`config.mk`:
```
export PLATFORM = sky130hd
export DESIGN_NAME = tx_whitening_bluetooth_ble
export DESIGN_NICKNAME = d
export VERILOG_FILES = /design/src/rtl/tx_whitening_bluetooth_ble.sv
export SDC_FILE = /design/constraint.sdc
export NUM_CORES = 1
export LEC_CHECK = 0
export ABC_CLOCK_PERIOD_IN_PS = 2100
export CAP_MARGIN = 0
export CELL_PAD_IN_SITES_DETAIL_PLACEMENT = 1
export CELL_PAD_IN_SITES_GLOBAL_PLACEMENT = 1
export CORE_MARGIN = 2
export CORE_UTILIZATION = 37
export CTS_BUF_LIST = sky130_fd_sc_hd__clkbuf_4 sky130_fd_sc_hd__clkbuf_8
export DETAILED_ROUTE_END_ITERATION = 6
export PLACE_DENSITY = 0.89
export SETUP_SLACK_MARGIN = 0.3
export SLEW_MARGIN = 0
export SYNTH_ARGS = -nofsm -noshare
export SYNTH_HDL_FRONTEND = slang
export SYNTH_SLANG_ARGS = --single-unit
```
`constraint.sdc`:
```
create_clock -name clk -period 2.1 [get_ports clk]
set_clock_uncertainty 0.15 [all_clocks]
set_input_delay 0.21 -clock clk [delete_from_list [all_inputs] [get_ports clk]]
set_output_delay 0.21 -clock clk [all_outputs]
set_load 0.05 [all_outputs]
```
`src/rtl/tx_whitening_bluetooth_ble.sv`:
```
// BLE transmit data whitening: XORs the serial HEC-stage bit stream with the
// x^7 + x^4 + 1 whitening sequence seeded from the RF channel index.
module tx_whitening_bluetooth_ble #(
    parameter int CNT_W  = 14,
    parameter int LFSR_W = 7
) (
    input  logic             clk,
    input  logic             reset,
    input  logic             start,
    input  logic             whiten_en,
    input  logic [5:0]       channel_index,
    input  logic [CNT_W-1:0] num_bits,
    input  logic             valid_in,
    input  logic             data_in,
    output logic             data_out,
    output logic             valid_out,
    output logic             busy,
    output logic             done,
    output logic [CNT_W-1:0] bit_count
);

    typedef enum logic [1:0] {IDLE, RUN, DONE} state_t;

    state_t              state;
    state_t              state_nxt;
    logic [LFSR_W-1:0]   lfsr;
    logic [CNT_W-1:0]    len;
    logic                bypass;
    logic                data_p1;
    logic                vld_p1;
    logic [CNT_W-1:0]    cnt_inc;

    // Position 0 is forced to 1 so the register can never lock up at zero.
    function automatic logic [LFSR_W-1:0] lfsr_seed(input logic [5:0] ch);
        logic [LFSR_W-1:0] s;
        s[0] = 1'b1;
        for (int i = 1; i < LFSR_W; i++) s[i] = ch[6-i];
        return s;
    endfunction

    function automatic logic [LFSR_W-1:0] lfsr_step(input logic [LFSR_W-1:0] l);
        logic [LFSR_W-1:0] s;
        s[0] = l[6];
        s[1] = l[0];
        s[2] = l[1];
        s[3] = l[2];
        s[4] = l[3] ^ l[6];
        s[5] = l[4];
        s[6] = l[5];
        return s;
    endfunction

    function automatic logic whiten_bit(input logic d, input logic [LFSR_W-1:0] l,
                                        input logic byp);
        return d ^ (~byp & l[6]);
    endfunction

    assign cnt_inc = bit_count + CNT_W'(1);

    always_comb begin
        state_nxt = state;
        case (state)
            IDLE: if (start) state_nxt = (num_bits == '0) ? DONE : RUN;
            RUN:  if (valid_in && (cnt_inc == len)) state_nxt = DONE;
            DONE: state_nxt = IDLE;
            default: state_nxt = IDLE;
        endcase
    end

    always_ff @(posedge clk or posedge reset) begin
        if (reset) state <= IDLE;
        else       state <= state_nxt;
    end

    // Stage p1: whitened bit registered one cycle after its input.
    always_ff @(posedge clk or posedge reset) begin
        if (reset) begin
            lfsr      <= '0;
            len       <= '0;
            bypass    <= 1'b0;
            bit_count <= '0;
            data_p1   <= 1'b0;
            vld_p1    <= 1'b0;
        end else begin
            vld_p1 <= 1'b0;
            case (state)
                IDLE: begin
                    if (start) begin
                        lfsr      <= lfsr_seed(channel_index);
                        len       <= num_bits;
                        bypass    <= ~whiten_en;
                        bit_count <= '0;
                    end
                end
                RUN: begin
                    if (valid_in) begin
                        data_p1 <= whiten_bit(data_in, lfsr, bypass);
                        vld_p1  <= 1'b1;
                        if (!bypass) lfsr <= lfsr_step(lfsr);
                        if (bit_count != len) bit_count <= cnt_inc;
                    end
                end
                default: ;
            endcase
        end
    end

    assign data_out  = data_p1;
    assign valid_out = vld_p1;
    assign busy      = (state == RUN);
    assign done      = (state == DONE);

endmodule

```
**Yosys cells after proc, flatten, opt, wreduce, memory -nomap -nowiden**

Cells that the tools add are included.

- Bits in registers: 40
- Input bits: 26
- Output and inout bits: 18
- Word-level logic and storage cells: 45

- Add/sub/neg operators: 1
- Equality and inequality tests: 9
- Muxes and demuxes: 14
- Bitwise logic cells: 5
- Reduce and logical (&&, ||, !) cells: 9

Operators with widths:

| kind | number |
|---|---|
| $mux 14 | 3 |
| $pmux 14 s2 | 1 |
| $mux 7 | 3 |
| $add 14x1->14 const B | 1 |
| $eq 14x14->1 | 1 |
| $logic_not 14->1 | 1 |
| $ne 14x14->1 | 1 |
| $pmux 7 s2 | 1 |
| $reduce_and 4->1 | 2 |
| $mux 2 | 3 |
| $ne 2x2->1 const B | 3 |
| $reduce_and 2->1 | 3 |
| $ne 2x1->1 const B | 2 |
| $pmux 2 s2 | 1 |
| $eq 2x1->1 const B | 1 |
| $eq 2x2->1 const B | 1 |
| $logic_not 2->1 | 1 |
| $mux 1 | 2 |
| $not 1->1 | 2 |
| $reduce_bool 2->1 | 1 |
| $xor 1x1->1 | 2 |
| $and 1x1->1 | 1 |
| $logic_and 1x1->1 | 1 |

**Logic depth before layout (Yosys ltp)**

- Depth after elaboration: 5
- Gate-level depth with buffers: 8
- Mapped depth without buffers: 7

**Worst setup path before layout**

Ideal clock, no wire load.

- Kind: register -> register
- Start point: reg bit_count[6]
- End point: reg bit_count[6]
- Library setup time: 148 ps
- Arrival: 2263 ps
- Required time: 1802 ps
- Setup slack: -460 ps
- Stages on the path, launching flop included: 8
- Buffers on the path: 1
- Clock period less this slack: 2560 ps
- Cells stage by stage: dfrtp_1 > nor2b_1 > or2_1 > or4_4 > o32ai_4 > or2_4 > buf_8 > o31ai_1

- Longest elaborated chain between the ends: 4
- Elaborated cells between the ends (all ways): 7
- Classes of those cells: add/sub: 1; eq/ne: 2; mux: 3; reduce/logical: 1

RTL lines:

| what | line | text |
|---|---|---|
| start, declared | 19 | `output logic [CNT_W-1:0] bit_count` |
| start signal, assigned | 100 | `if (bit_count != len) bit_count <= cnt_inc;` |
| $add 14x1->14 | 58 | `assign cnt_inc = bit_count + CNT_W'(1);` |
| $mux 14 | 100 |  |
| $mux 14 | 96 | `if (valid_in) begin` |
| $pmux 14 s2 | 86 | `case (state)` |

Several ways; a longest one is shown, not always the timed one. The select of a mux whose other input is x is not followed.
A chain may end at the register's enable or synchronous reset.

**Final worst setup path**

- Start point: reg bit_count[0]
- End point: reg state[1]

- Longest elaborated chain between the ends: 5

RTL lines:

| what | line | text |
|---|---|---|
| $add 14x1->14 | 58 |  |
| $eq 14x14->1 | 64 | `RUN: if (valid_in && (cnt_inc == len)) state_nxt = DONE;` |
| $logic_and 1x1->1 | 64 |  |
| $ne 2x1->1 (no source line) | -- |  |
| $reduce_and 2->1 (no source line) | -- |  |
| end signal, assigned | 72 | `else state <= state_nxt;` |
| end, declared | 24 | `state_t state;` |

No other way between the ends.

==> impl.org <==
** Place
- At the placement stage, the worst setup path has a slack of -152.9 ps.
- Once placement completed, the tool counted placed cells totaling 395.
- Global placement routability congestion :: 0.8690
- In this run the tool buffered the top-level ports with 43 buffer cells.
- After legalization and detailed placement, the total HPWL measured 5995 um.

** Clock network
- TritonCTS clock tree :: done
- CTS H-tree depth :: 2
- Buffers from clock root to sink, at most :: 2
- Number of hold buffers added after CTS :: 0
- Clock tree sinks :: 40
- Clock buffers created by TritonCTS :: 5
- In this run the clock root is driven by a clkbuf_8.
- The later pin in the worst-skew pair is clocked with a latency of 310 ps.
- Reg clk slew, reported paths :: 90 ps

** Timing
- Number of failing hold endpoints at the final stage :: 0
- Setup violations remaining at the end of the flow were counted as 16.
- Top achievable clock speed :: 422.7 MHz
- Subtracting the final worst setup slack from the clock period gives 2366 ps.
- Tcrit/Tclk final :: 112.7%
- Max Slew Vio Count :: 0
- Unrepaired setup endpoints after global routing :: yes
- Worst-margin pin slew :: 534.4 ps
- Slew HR :: 64.37%
- After layout, the worst setup slack is -265.8 ps.

** Floorplanning
- Starting density of the core :: 37.89%
- The floorplan step defined a core boundary enclosing 0.006314 sq mm.
- The die covers 0.007125 sq mm.
- I/O pin cnt :: 44
- Die span in y :: 84.41 um
- Die width :: 84.41 um
- Number of placement rows :: 29

** Pwr
- For this design the static power due to leakage is 1.433 nW.
- Power spread over the standard cell area amounts to 1326 mW/mm^2.
- Summing internal, switching and leakage power gives 0.004558 W.
- Across the VDD grid, the largest voltage drop is 0.6318 mV.

** Detailed routing
- In this run, the number of DRC markers left after iteration 0 of detailed routing was 209.
- Number of vias per cell after detailed routing :: 5.693
- After detailed routing, the wire length on met1 is 3583 um.
- The final layout contains routed wiring with a total length of 8552 um.
- Total length of routed met2 wires :: 4428 um
- After detailed routing, the number of remaining DRC violations is 0.
- After detailed routing, no signal wire sits above met4.
- The detail route stage leaves a number of antenna-violating nets equal to 0.
- Avg WL per Cell :: 20.86 um
- Detailed routing placed a total of 363 um of wire on met3.
- Detailed routing inserted a total of 2334 vias.
- Number of optimization iterations in the first detailed-route pass :: 4

** Setup path
- Type of the setup path with the least slack :: reg2reg
- Data on the critical path arrives at its endpoint at 2460 ps.
- The endpoint identified for the worst register-to-register timing path is state[1]$_DFFE_PP0P_.
- Traced cell by cell, the critical path runs through buf_6, ha_4, and3_2, nand4_1, nor3_1, o22ai_1, nor4b_2, o21ba_1.
- Slowest stage cell on the critical path :: dfrtp_4
- Required time of the critical path :: 2200 ps
- STA classifies the critical path startpoint as a flip-flop.
- Largest stage delay on the critical path :: 460 ps
- In this run the register-to-register setup slack is -270 ps.
- Measured in cells, the most critical reg-to-reg path has a length of 8.
- Of all nets on the critical path, the largest fanout is 6.
- Type of element capturing the critical path :: flip-flop
- The worst register-to-register path begins at bit_count[0]$_DFFE_PP0P_.

** GRT
- Initial antenna violation count :: 0
- Wire length of the first global-routing pass :: 13210 um
- The number of global-route vias before repair came to 2465.
- Entering global routing, the biggest net connects 41 pins.
- Aggregate global routing overflow :: 0
- Global routing used 23.85% of the available tracks across all layers.

** Finish
- Final design utilization :: 54.44%
- Antenna Diode Count :: 0
- The finished layout holds 410 standard cells, fillers aside.
- Number of inserted filler cells in the final layout :: 725
- At the end of the flow, the number of nets in the layout was 359.
- Of the cells placed in the final design, the portion with a size suffix greater than 1 is 36.04%.
- The area growth from synthesis to layout is 43.67%.

** Synthesis
- Share of cell area taken by muxes after synthesis :: 8.211%
- Post-Syn Instances :: 248
- Fraction of the mapped netlist area in compound gates :: 18.78%
- Adder and majority cell fraction of the synthesized area :: 0.5230%
- In this run, distinct cell masters in the synthesized netlist total 47.
- In this run the cell area of the synthesized design comes to 0.002392 sq mm.
- Of the total synthesized cell area, the portion taken by XOR and XNOR cells is 8.054%.
- Leading area contributor after synthesis :: dfrtp_1
- The synthesized netlist devotes 18.31% of its cell area to simple gates.
- Sequential area share after synthesis :: 41.84%
- Fraction of synthesized cell area taken by the top area cell type :: 41.84%
- After synthesis the netlist holds a flip-flop and latch count of 40.
- During synthesis, Yosys emitted a total of 0 warnings.
- Biggest area contributors in the synthesized netlist :: dfrtp_1, mux2_2, xnor2_1
- Average size of a mapped cell :: 9.646 sq um
- Net count after synthesis :: 275
- After synthesis, the largest family of logic cells by area is compound AO/OA/AOI/OAI gates.

** Run
- The tool flagged a number of max-cap violations equal to 0.

** Status
- The run finished, with violations left.
- Violations in the final reports :: negative setup slack

** Min path
- Path category of the worst min-delay check :: in2async
==> flip-flops by register name, summed over array words and instances, names as in the netlist <==
signal	flops
bit_count	14
len	14
lfsr	7
state	2
bypass	1
data_out	1
valid_out	1
==> metrics by stage <==
step,hold WS (ps),TNS [ps],instance area [sq um]
final,199.8,-2955,3437
after global routing,244.1,-3690,3437
after CTS,210.2,-1865,3382
after detailed placement,320.1,-2279,3226
after global placement,310.8,-770.1,3226
after floorplan,144.8,-2761,2485
==> cell families (layout without fill, tap and decap cells) <==
group                      count (synthesis)  after routing
buffers and inverters                     21            105
xor gates and xnor gates                  22             22
muxes                                     18             18
DFF                                       40             40
and+or+nand+nor                           80             81
AOI/OAI and AO/OA                         66             66
adders and majority gates                  1              1
==> layout make-up <==
type | count | area [sq um] | area share (%)
clock buffer | 5 | 68.82 | 2.002
clock inverter | 3 | 46.29 | 1.347
inverter | 5 | 22.52 | 0.6553
multi-input combinational | 188 | 1400 | 40.74
sequential | 40 | 1020 | 29.67
tap | 77 | 96.34 | 2.803
timing repair buffer | 92 | 783.3 | 22.79
==> how the worst max path moves through the flow <==
stage | startpoint | endpoint | slack [ps]
floorplan | bit_count[3]$_DFFE_PP0P_ | bit_count[6]$_DFFE_PP0P_ | -220
global placement | bit_count[1]$_DFFE_PP0P_ | bit_count[10]$_DFFE_PP0P_ | -90
detailed placement | bit_count[1]$_DFFE_PP0P_ | bit_count[1]$_DFFE_PP0P_ | -150
CTS | len[6]$_DFFE_PP0P_ | bit_count[6]$_DFFE_PP0P_ | -150
global route | bit_count[0]$_DFFE_PP0P_ | state[1]$_DFFE_PP0P_ | -330
finish | bit_count[0]$_DFFE_PP0P_ | state[1]$_DFFE_PP0P_ | -270
==> worst max-delay path, delay by kind of cell, from the launching register on <==
kind | cells | cell delay, ps
and+or+nand+nor | 4 | 1090
DFF | 1 | 460
adders and majority gates | 1 | 150
buffers and inverters | 1 | 110
AOI/OAI and AO/OA | 2 | 340
==> timing repair <==
action                     4_1_cts  5_1_grt
setup endpoints to repair       48       34
buffers inserted                 0        4
resized for setup               30       25
pin swaps                        9        2
cloned                           2        1
==> cells in the final DEF, fill, tap and decap left out, types with 3 or more instances in the layout <==
cell type	count
dfrtp_1	27
nor4_1	3
xnor2_2	4
or2_4	3
o22ai_1	4
nand2b_1	3
clkdlybuf4s50_1	25
a31oi_1	3
and4_1	3
buf_4	45
clkbuf_2	3
inv_1	4
dfrtp_2	12
o21ai_0	9
and3_1	3
nor2b_1	4
mux2_2	13
mux2i_1	5
nor2_1	12
o31ai_1	4
nand4_1	9
buf_6	5
xor2_1	5
nor3_1	3
and2_1	3
o31ai_2	5
nand2_1	16
a21oi_1	15
nand3_1	8
dlygate4sd2_1	9
clkbuf_8	5
xnor2_1	12
o21ai_2	4
o21ai_1	13
==> synth_stat cells, drive strengths merged <==
cell     instances
a2111oi          1
a211o            1
a21oi           15
a31oi            3
a41oi            1
and2             3
and3             4
and3b            1
and4             3
buf              7
clkbuf           9
dfrtp           40
ha               1
inv              5
mux2            13
mux2i            5
nand2           16
nand2b           4
nand3            8
nand4            9
nor2            12
nor2b            5
nor3             4
nor4             3
nor4b            1
o21ai           27
o21ba            1
o21bai           1
o22a             1
o22ai            4
o31a             1
o31ai            9
o32ai            1
or2              4
or4              3
xnor2           16
xor2             6
==> report_power, final <==
part	switching (W)	leakage (nW)	internal, W
logic	0.00138	0.892	0.00112
clock network	0.000298	0.0548	0.000358
registers	0.000335	0.487	0.00106
total	0.00202	1.43	0.00254
==> per-layer routing <==
layer / vias up / GRT usage [%]
met5: - / 0
met4: 0 / 7.359
met3: 18 / 3.933
met2: 83 / 41.70
met1: 1169 / 30.30
li1: 1064 / -
(Power assumes the default switching activity.)
